===== src/rtl/fp_i2f_seq.sv =====
// fp_i2f_seq -- sequential integer to single-precision converter
// (fcvt.s.w / fcvt.s.wu) for the FPU datapath.
//
// The result is a packed IEEE-754 word {sign, exp[7:0], frac[22:0]}, the
// same layout the adder's unpack stage consumes. Both sides use valid/ready
// handshakes and only one conversion is in flight at a time.
//
// Build option:
//   FP_I2F_FAST_NORM_EN  defined   -> normalize in one cycle using a
//                                     combinational leading-zero count
//                        undefined -> normalize one bit per cycle
//   Results and flags are the same in both builds; only latency differs.
//
// Ports:
//   clk        clock
//   rst        synchronous active-high reset, aborts any transaction
//   in_valid   request valid
//   in_ready   block can accept a request (high only in IDLE)
//   int_in     32-bit integer operand
//   is_signed  1 = int_in is two's complement, 0 = unsigned
//   r_mode     000 RNE, 001 RTZ, 010 RDN, 011 RUP, 100 RMM
//   out_valid  result valid
//   out_ready  consumer accepts result
//   fp_out     packed single-precision result
//   inexact    guard|sticky was nonzero
//   mode_err   r_mode was 101..111; the conversion rounds as RNE
//
// State  | meaning
// IDLE   | waiting for a request, in_ready high
// NORM   | shifting mag left until bit 31 is set
// ROUND  | apply rounding, build the packed result
// DONE   | result presented, waiting for out_ready

module fp_i2f_seq #(
  parameter int unsigned BIAS = 127
) (
  input  logic        clk,
  input  logic        rst,
  input  logic        in_valid,
  output logic        in_ready,
  input  logic [31:0] int_in,
  input  logic        is_signed,
  input  logic [2:0]  r_mode,
  output logic        out_valid,
  input  logic        out_ready,
  output logic [31:0] fp_out,
  output logic        inexact,
  output logic        mode_err
);

  typedef enum logic [1:0] {IDLE, NORM, ROUND, DONE} state_t;

  // Exponent of a value whose leading one sits in bit 31.
  localparam logic [7:0] EXP_LOAD = 8'(BIAS + 31);

  state_t      state_q, state_d;
  logic        sign_q, sign_d;
  logic [31:0] mag_q, mag_d;
  logic [7:0]  exp_q, exp_d;
  logic [2:0]  rmode_q, rmode_d;
  logic        mode_err_q, mode_err_d;
  logic [31:0] fp_out_q, fp_out_d;
  logic        inexact_q, inexact_d;
  logic        out_valid_q, out_valid_d;
  logic        in_ready_q, in_ready_d;

  logic        sign_in;
  logic [31:0] mag_in;
  logic [22:0] frac;
  logic        guard_bit;
  logic        sticky_bit;
  logic        round_up;
  logic [23:0] frac_inc;
  logic [7:0]  exp_rnd;

`ifdef FP_I2F_FAST_NORM_EN
  logic [4:0]  lz;

  // Position of the highest set bit, expressed as a leading-zero count.
  // Only used on a nonzero magnitude.
  function automatic logic [4:0] lzc(input logic [31:0] v);
    logic [4:0] n;
    n = 5'd0;
    for (int i = 0; i < 32; i++) begin
      if (v[i]) n = 5'(31 - i);
    end
    return n;
  endfunction
`endif

  always_comb begin
    state_d    = state_q;
    sign_d     = sign_q;
    mag_d      = mag_q;
    exp_d      = exp_q;
    rmode_d    = rmode_q;
    mode_err_d = mode_err_q;
    fp_out_d   = fp_out_q;
    inexact_d  = inexact_q;

    sign_in    = is_signed & int_in[31];
    mag_in     = sign_in ? (~int_in + 32'd1) : int_in;
    frac       = mag_q[30:8];
    guard_bit  = mag_q[7];
    sticky_bit = |mag_q[6:0];
    round_up   = 1'b0;
    frac_inc   = 24'd0;
    exp_rnd    = exp_q;
`ifdef FP_I2F_FAST_NORM_EN
    lz         = lzc(mag_q);
`endif

    unique case (state_q)
      IDLE: begin
        if (in_valid) begin
          sign_d     = sign_in;
          mag_d      = mag_in;
          exp_d      = EXP_LOAD;
          rmode_d    = r_mode;
          mode_err_d = (r_mode > 3'd4);
          if (mag_in == 32'd0) begin
            // Zero has no leading one to find; emit +0 directly.
            sign_d    = 1'b0;
            fp_out_d  = 32'd0;
            inexact_d = 1'b0;
            state_d   = DONE;
          end else begin
            state_d = NORM;
          end
        end
      end

      NORM: begin
`ifdef FP_I2F_FAST_NORM_EN
        mag_d   = mag_q << lz;
        exp_d   = EXP_LOAD - 8'(lz);
        state_d = ROUND;
`else
        if (mag_q[31]) begin
          state_d = ROUND;
        end else begin
          mag_d = mag_q << 1;
          exp_d = exp_q - 8'd1;
        end
`endif
      end

      ROUND: begin
        unique case (rmode_q)
          3'd1:    round_up = 1'b0;
          3'd2:    round_up = sign_q & (guard_bit | sticky_bit);
          3'd3:    round_up = ~sign_q & (guard_bit | sticky_bit);
          3'd4:    round_up = guard_bit;
          default: round_up = guard_bit & (sticky_bit | frac[0]);
        endcase
        // A carry out of the fraction leaves it all zeros and bumps the
        // exponent; the largest exponent reachable is BIAS+32, so no overflow.
        frac_inc  = {1'b0, frac} + 24'(round_up);
        exp_rnd   = exp_q + 8'(frac_inc[23]);
        fp_out_d  = {sign_q, exp_rnd, frac_inc[22:0]};
        inexact_d = guard_bit | sticky_bit;
        state_d   = DONE;
      end

      DONE: begin
        if (out_ready) state_d = IDLE;
      end

      default: state_d = IDLE;
    endcase

    out_valid_d = (state_d == DONE);
    in_ready_d  = (state_d == IDLE);
  end

  always_ff @(posedge clk) begin
    if (rst) begin
      state_q     <= IDLE;
      sign_q      <= 1'b0;
      mag_q       <= 32'd0;
      exp_q       <= 8'd0;
      rmode_q     <= 3'd0;
      mode_err_q  <= 1'b0;
      fp_out_q    <= 32'd0;
      inexact_q   <= 1'b0;
      out_valid_q <= 1'b0;
      in_ready_q  <= 1'b1;
    end else begin
      state_q     <= state_d;
      sign_q      <= sign_d;
      mag_q       <= mag_d;
      exp_q       <= exp_d;
      rmode_q     <= rmode_d;
      mode_err_q  <= mode_err_d;
      fp_out_q    <= fp_out_d;
      inexact_q   <= inexact_d;
      out_valid_q <= out_valid_d;
      in_ready_q  <= in_ready_d;
    end
  end

  assign in_ready  = in_ready_q;
  assign out_valid = out_valid_q;
  assign fp_out    = fp_out_q;
  assign inexact   = inexact_q;
  assign mode_err  = mode_err_q;

endmodule


===== config.mk =====
export PLATFORM = sky130hd
export DESIGN_NAME = fp_i2f_seq
export DESIGN_NICKNAME = d
export VERILOG_FILES = /design/src/rtl/fp_i2f_seq.sv
export SDC_FILE = /design/constraint.sdc
export NUM_CORES = 1
export LEC_CHECK = 0
export CAP_MARGIN = 25
export CELL_PAD_IN_SITES_DETAIL_PLACEMENT = 1
export CELL_PAD_IN_SITES_GLOBAL_PLACEMENT = 2
export CORE_MARGIN = 1.5
export CORE_UTILIZATION = 34
export CTS_CLUSTER_SIZE = 12
export DETAILED_ROUTE_END_ITERATION = 8
export GPL_TIMING_DRIVEN = 0
export PLACE_DENSITY = 0.83
export RECOVER_POWER = 50
export REMOVE_ABC_BUFFERS = 1
export SLEW_MARGIN = 20
export SYNTH_ARGS = -nofsm -noshare
export SYNTH_HDL_FRONTEND = slang
export SYNTH_SLANG_ARGS = --single-unit

===== constraint.sdc =====
create_clock -name clk -period 5 [get_ports clk]
set_input_delay 0.5 -clock clk [delete_from_list [all_inputs] [get_ports clk]]
set_output_delay 0.5 -clock clk [all_outputs]
set_load 0.03 [all_outputs]

==> summary.txt <==
Die
  • Die Ht: 129 um
  • DIE WIDTH: around 130 um
  • Starting Density: 0.351
  • Floorplan core area: 15300 sq um
  • Count of boundary I/O pins: 76
  • Num rows: 45
  • Die Outline Area: 16600 sq um

Clock network
  • Clk Latency, worst-skew pair: between 300 and 400 ps
  • Number of buffers on the longest clock path: 2
  • Post-CTS setup buffer count: 0
  • Post-CTS Hold Buffers: 0
  • TritonCTS Buffers: 9
  • Clock slew at reported path FFs: 70 ps
  • Sink Count: between 80 and 90
  • Number of H-tree branching levels: 3
  • Post-cts sizing count: 0
  • CTS tree: done
  • Clk Tree Root Cell: sky130_fd_sc_hd__clkbuf_16

Routing
  • Routed met2 length: approximately 8400 um
  • Number of vias in the routed layout: 5448
  • Routed Wire Length: approximately 17000 um
  • Drc violations: 0
  • 1st-iter DRT viols: 277
  • Post-DR wirelength/cell: between 15 and 20 um
  • Met3 Routed Length: roughly 570 um
  • Metal-1 WL: slightly above 8000 um
  • Top layer used by detailed routing: met4
  • Residual antenna-violating net count after detailed routing: 0
  • Drt first pass iters: 5
  • Via density: between 5 and 6

Worst setup path
  • Worst reg-to-reg path cell count: 16
  • Required @ worst endpoint: 5190 ps
  • Crit Path Max Fanout: 25
  • Launching point of the worst reg2reg path: rmode_q[0]
  • Critical path startpoint category: primary input
  • Destination of the worst register-to-register timing path: fp_out[30]
  • Signal arrival time at the worst endpoint: between 4000 and 5000 ps
  • Delay contributed by the slowest stage of the critical path: 580 ps
  • Slowest cell on the critical path: sky130_fd_sc_hd__or4_4
  • Critical path start-end classification: in -> reg
  • Worst Path Buf+Inv: 2
  • Cell-by-cell listing of the critical path: clkdlybuf4s50_1 > inv_1 > ha_1 > nor3b_2 > nand4_2 > o41ai_1 > xor2_1 > nand3_1 > or4_4 > nor2_4 > o21ai_0
  • Kind of cell adding the most delay to the critical path: simple AND/OR/NAND/NOR gates
  • Element type at the critical path end: flop
  • Worst R2R Setup Slack: around 1300 ps

Synthesis
  • Average footprint of a synthesized cell: 7.36 sq um
  • Share of synthesized registers carrying an async set or reset: 0
  • Yosys reg bits: 82
  • Top FF cell, synth: sky130_fd_sc_hd__dfxtp_1
  • Number of distinct library cells after synthesis: 63
  • Sequential-to-total area share from yosys stat: 0.306
  • Synth Cell Area: 5370 sq um
  • Synthesized netlist cell count: 730
  • Yosys warning count: 0
  • Count of flip-flops with a built-in enable after synthesis: 0

Power
  • Power density of the placed cells: roughly 290 nW/um^2
  • Max IR drop VDD: about 150 uV
  • Leakage power total: roughly 2.3 nW

Timing
  • Setup violations, final: 0
  • Period utilisation layout: 0.851
  • Clk_skew: 9.65 ps
  • Post-layout minimum cycle time: roughly 4300 ps
  • Fin. max-slew vios: 0
  • Worst hold slack: approximately 460 ps
  • Setup repair after global routing missed its margin: no
  • Hold Vio Cnt, Final: 0
  • Worst rel slew slack: 0.0526
  • Least-Margin Pin Slew: 1420 ps
  • Fmax achieved: ~230 MHz
  • Summed negative setup slack over all endpoints: 0 ps

Global route
  • Maximum number of pins on one net before global-route repair: 33
  • Global route overflow: 0
  • First-pass GRT wire length: 28500 um
  • Via count of the first global-routing pass: between 5000 and 6000
  • Initial antenna violation count: 0
  • Total Routing Usage GR: 0.215

Outcome
  • Outcome: completed

Layout
  • Diodes inserted: 0
  • Layout overhead on the synthesized area: 21.4%
  • Layout cells sized above 1: 0.0561
  • Final Instance Area: about 6500 sq um
  • Number of nets in the layout: 808

Flow run
  • Max cap viols: 0

Placed design
  • Port Buf Inserts: 75
  • Final GP Congestion: 0.820
  • HPWL Detailed: ~13000 um
  • DP Area: 6230 sq um

Min path
  • Hold Path End: mode_err
  • Min-Delay Startpoint: mode_err
  • Number of instances on the worst hold path: 2
  • HP Class: reg -> reg
[worst reg2reg max path: stages, from the launching register on]
cell                      delay, ps
sky130_fd_sc_hd__dfxtp_1        340
sky130_fd_sc_hd__xnor2_1        130
sky130_fd_sc_hd__nor3b_1        530
sky130_fd_sc_hd__a21oi_1        160
sky130_fd_sc_hd__nor2_1         120
sky130_fd_sc_hd__ha_1           250
sky130_fd_sc_hd__nand4_1        300
sky130_fd_sc_hd__nor3_1         380
sky130_fd_sc_hd__and3_1         250
sky130_fd_sc_hd__ha_1           210
sky130_fd_sc_hd__nand4_1        150
sky130_fd_sc_hd__nor2_1         210
sky130_fd_sc_hd__nand2_1         90
sky130_fd_sc_hd__xor2_1         140
sky130_fd_sc_hd__nor2_1          70
sky130_fd_sc_hd__a21oi_1        140
sky130_fd_sc_hd__o21ai_1         70
[metrics by stage]
stage | worst slack (ps) | instances | power, W | util
2_1_floorplan | 1790 | 671 | 0.00102 | -
3_3_place_gp | 395 | 957 | 0.00118 | 0.402
3_5_place_dp | 391 | 961 | 0.00121 | 0.407
4_1_cts | 733 | 977 | 0.00190 | 0.427
5_1_grt | 448 | 977 | 0.00197 | 0.426
6_report | 744 | 977 | 0.00188 | 0.426
[synth_stat cells, drive strengths merged (8+ instances only)]
cell     n  area [sq um]
o21ai   45           229
a211oi  11          82.6
a22oi    8          60.1
and3     9          56.3
nor2    94           360
xnor2   25           219
nand4   12          81.3
inv      9          33.8
nand3   22           115
or3      9          61.3
clkbuf  53           199
a21oi   76           380
xor2    34           298
dfxtp   82          1640
nand2   80           300
nor4    19           146
nor3    28           156
[state kept, by name (all words and copies together), names as in the netlist]
register   cells
fp_out        32
mag_q         32
exp_q          8
rmode_q        3
state_q        2
in_ready       1
inexact        1
mode_err       1
out_valid      1
sign_q         1
[placed cells by master, fill, tap and decap left out, types with 4 or more instances in the layout]
cell                              count
sky130_fd_sc_hd__xnor2_1             25
sky130_fd_sc_hd__or4_1                4
sky130_fd_sc_hd__and3_1               9
sky130_fd_sc_hd__a222oi_1             6
sky130_fd_sc_hd__a31oi_1              7
sky130_fd_sc_hd__clkbuf_16            9
sky130_fd_sc_hd__nand3_1             21
sky130_fd_sc_hd__ha_1                 7
sky130_fd_sc_hd__o21ai_1             21
sky130_fd_sc_hd__and4_1               7
sky130_fd_sc_hd__nor4_1              16
sky130_fd_sc_hd__a22oi_1              8
sky130_fd_sc_hd__a311oi_1             4
sky130_fd_sc_hd__dfxtp_1             82
sky130_fd_sc_hd__nor3_1              26
sky130_fd_sc_hd__dlygate4sd3_1       38
sky130_fd_sc_hd__inv_1                9
sky130_fd_sc_hd__or3_1                8
sky130_fd_sc_hd__o211ai_1             5
sky130_fd_sc_hd__nand2_1             80
sky130_fd_sc_hd__o21ai_0             23
sky130_fd_sc_hd__nor2b_1              4
sky130_fd_sc_hd__clkdlybuf4s50_1     36
sky130_fd_sc_hd__o31ai_1              7
sky130_fd_sc_hd__xor2_1              34
sky130_fd_sc_hd__a211oi_1            11
sky130_fd_sc_hd__nand4_1             11
sky130_fd_sc_hd__mux2i_1              5
sky130_fd_sc_hd__a21oi_1             76
sky130_fd_sc_hd__nor2_1              91
sky130_fd_sc_hd__a211o_1              7
[metal layers]
layer	global-route usage	vias up
met3	0.0241	9
met4	0.0496	0
met2	0.375	108
met5	0	-
li1	-	2694
met1	0.286	2637
[where the power goes]
part           internal, W  leakage [nW]  switching (W)
Clock             0.000392         0.146       0.000293
Sequential        0.000705         0.670      0.0000690
Combinational     0.000166          1.51       0.000252
Total              0.00126          2.33       0.000613
[final cells by class]
class / instances / area (sq um)
sequential: 82 / 1640
timing repair buffer: 79 / 808
inverter: 9 / 33.8
clock inverter: 7 / 77.6
multi-input combinational: 580 / 3470
tap: 211 / 264
fill: 1888 / 8790
clock buffer: 9 / 225
[kinds of logic (layout without fill, tap and decap cells)]
logic type | Yosys count | in the layout | share of synthesized area
AND/OR/NAND/NOR | 312 | 312 | 0.296
AO/OA/AOI/OAI | 197 | 197 | 0.227
flip-flops | 82 | 82 | 0.306
buffers and inverters | 68 | 104 | 0.0498
XOR/XNOR | 59 | 59 | 0.0962
adder cells (fa/ha/maj) | 7 | 7 | 0.0163
multiplexers | 5 | 5 | 0.00932
[how the worst max path moves through the flow]
stage,cells after the start,slack (ps),endpoint,startpoint
after global placement,11,390,fp_out[8],int_in[0]
after CTS,11,730,fp_out[8],int_in[0]
after floorplan,10,1790,fp_out[3],int_in[0]
final,11,740,fp_out[8],int_in[0]
after global routing,11,450,fp_out[8],int_in[0]
after detailed placement,11,390,fp_out[8],int_in[0]
No activity file was read; power rests on OpenSTA's default activity.
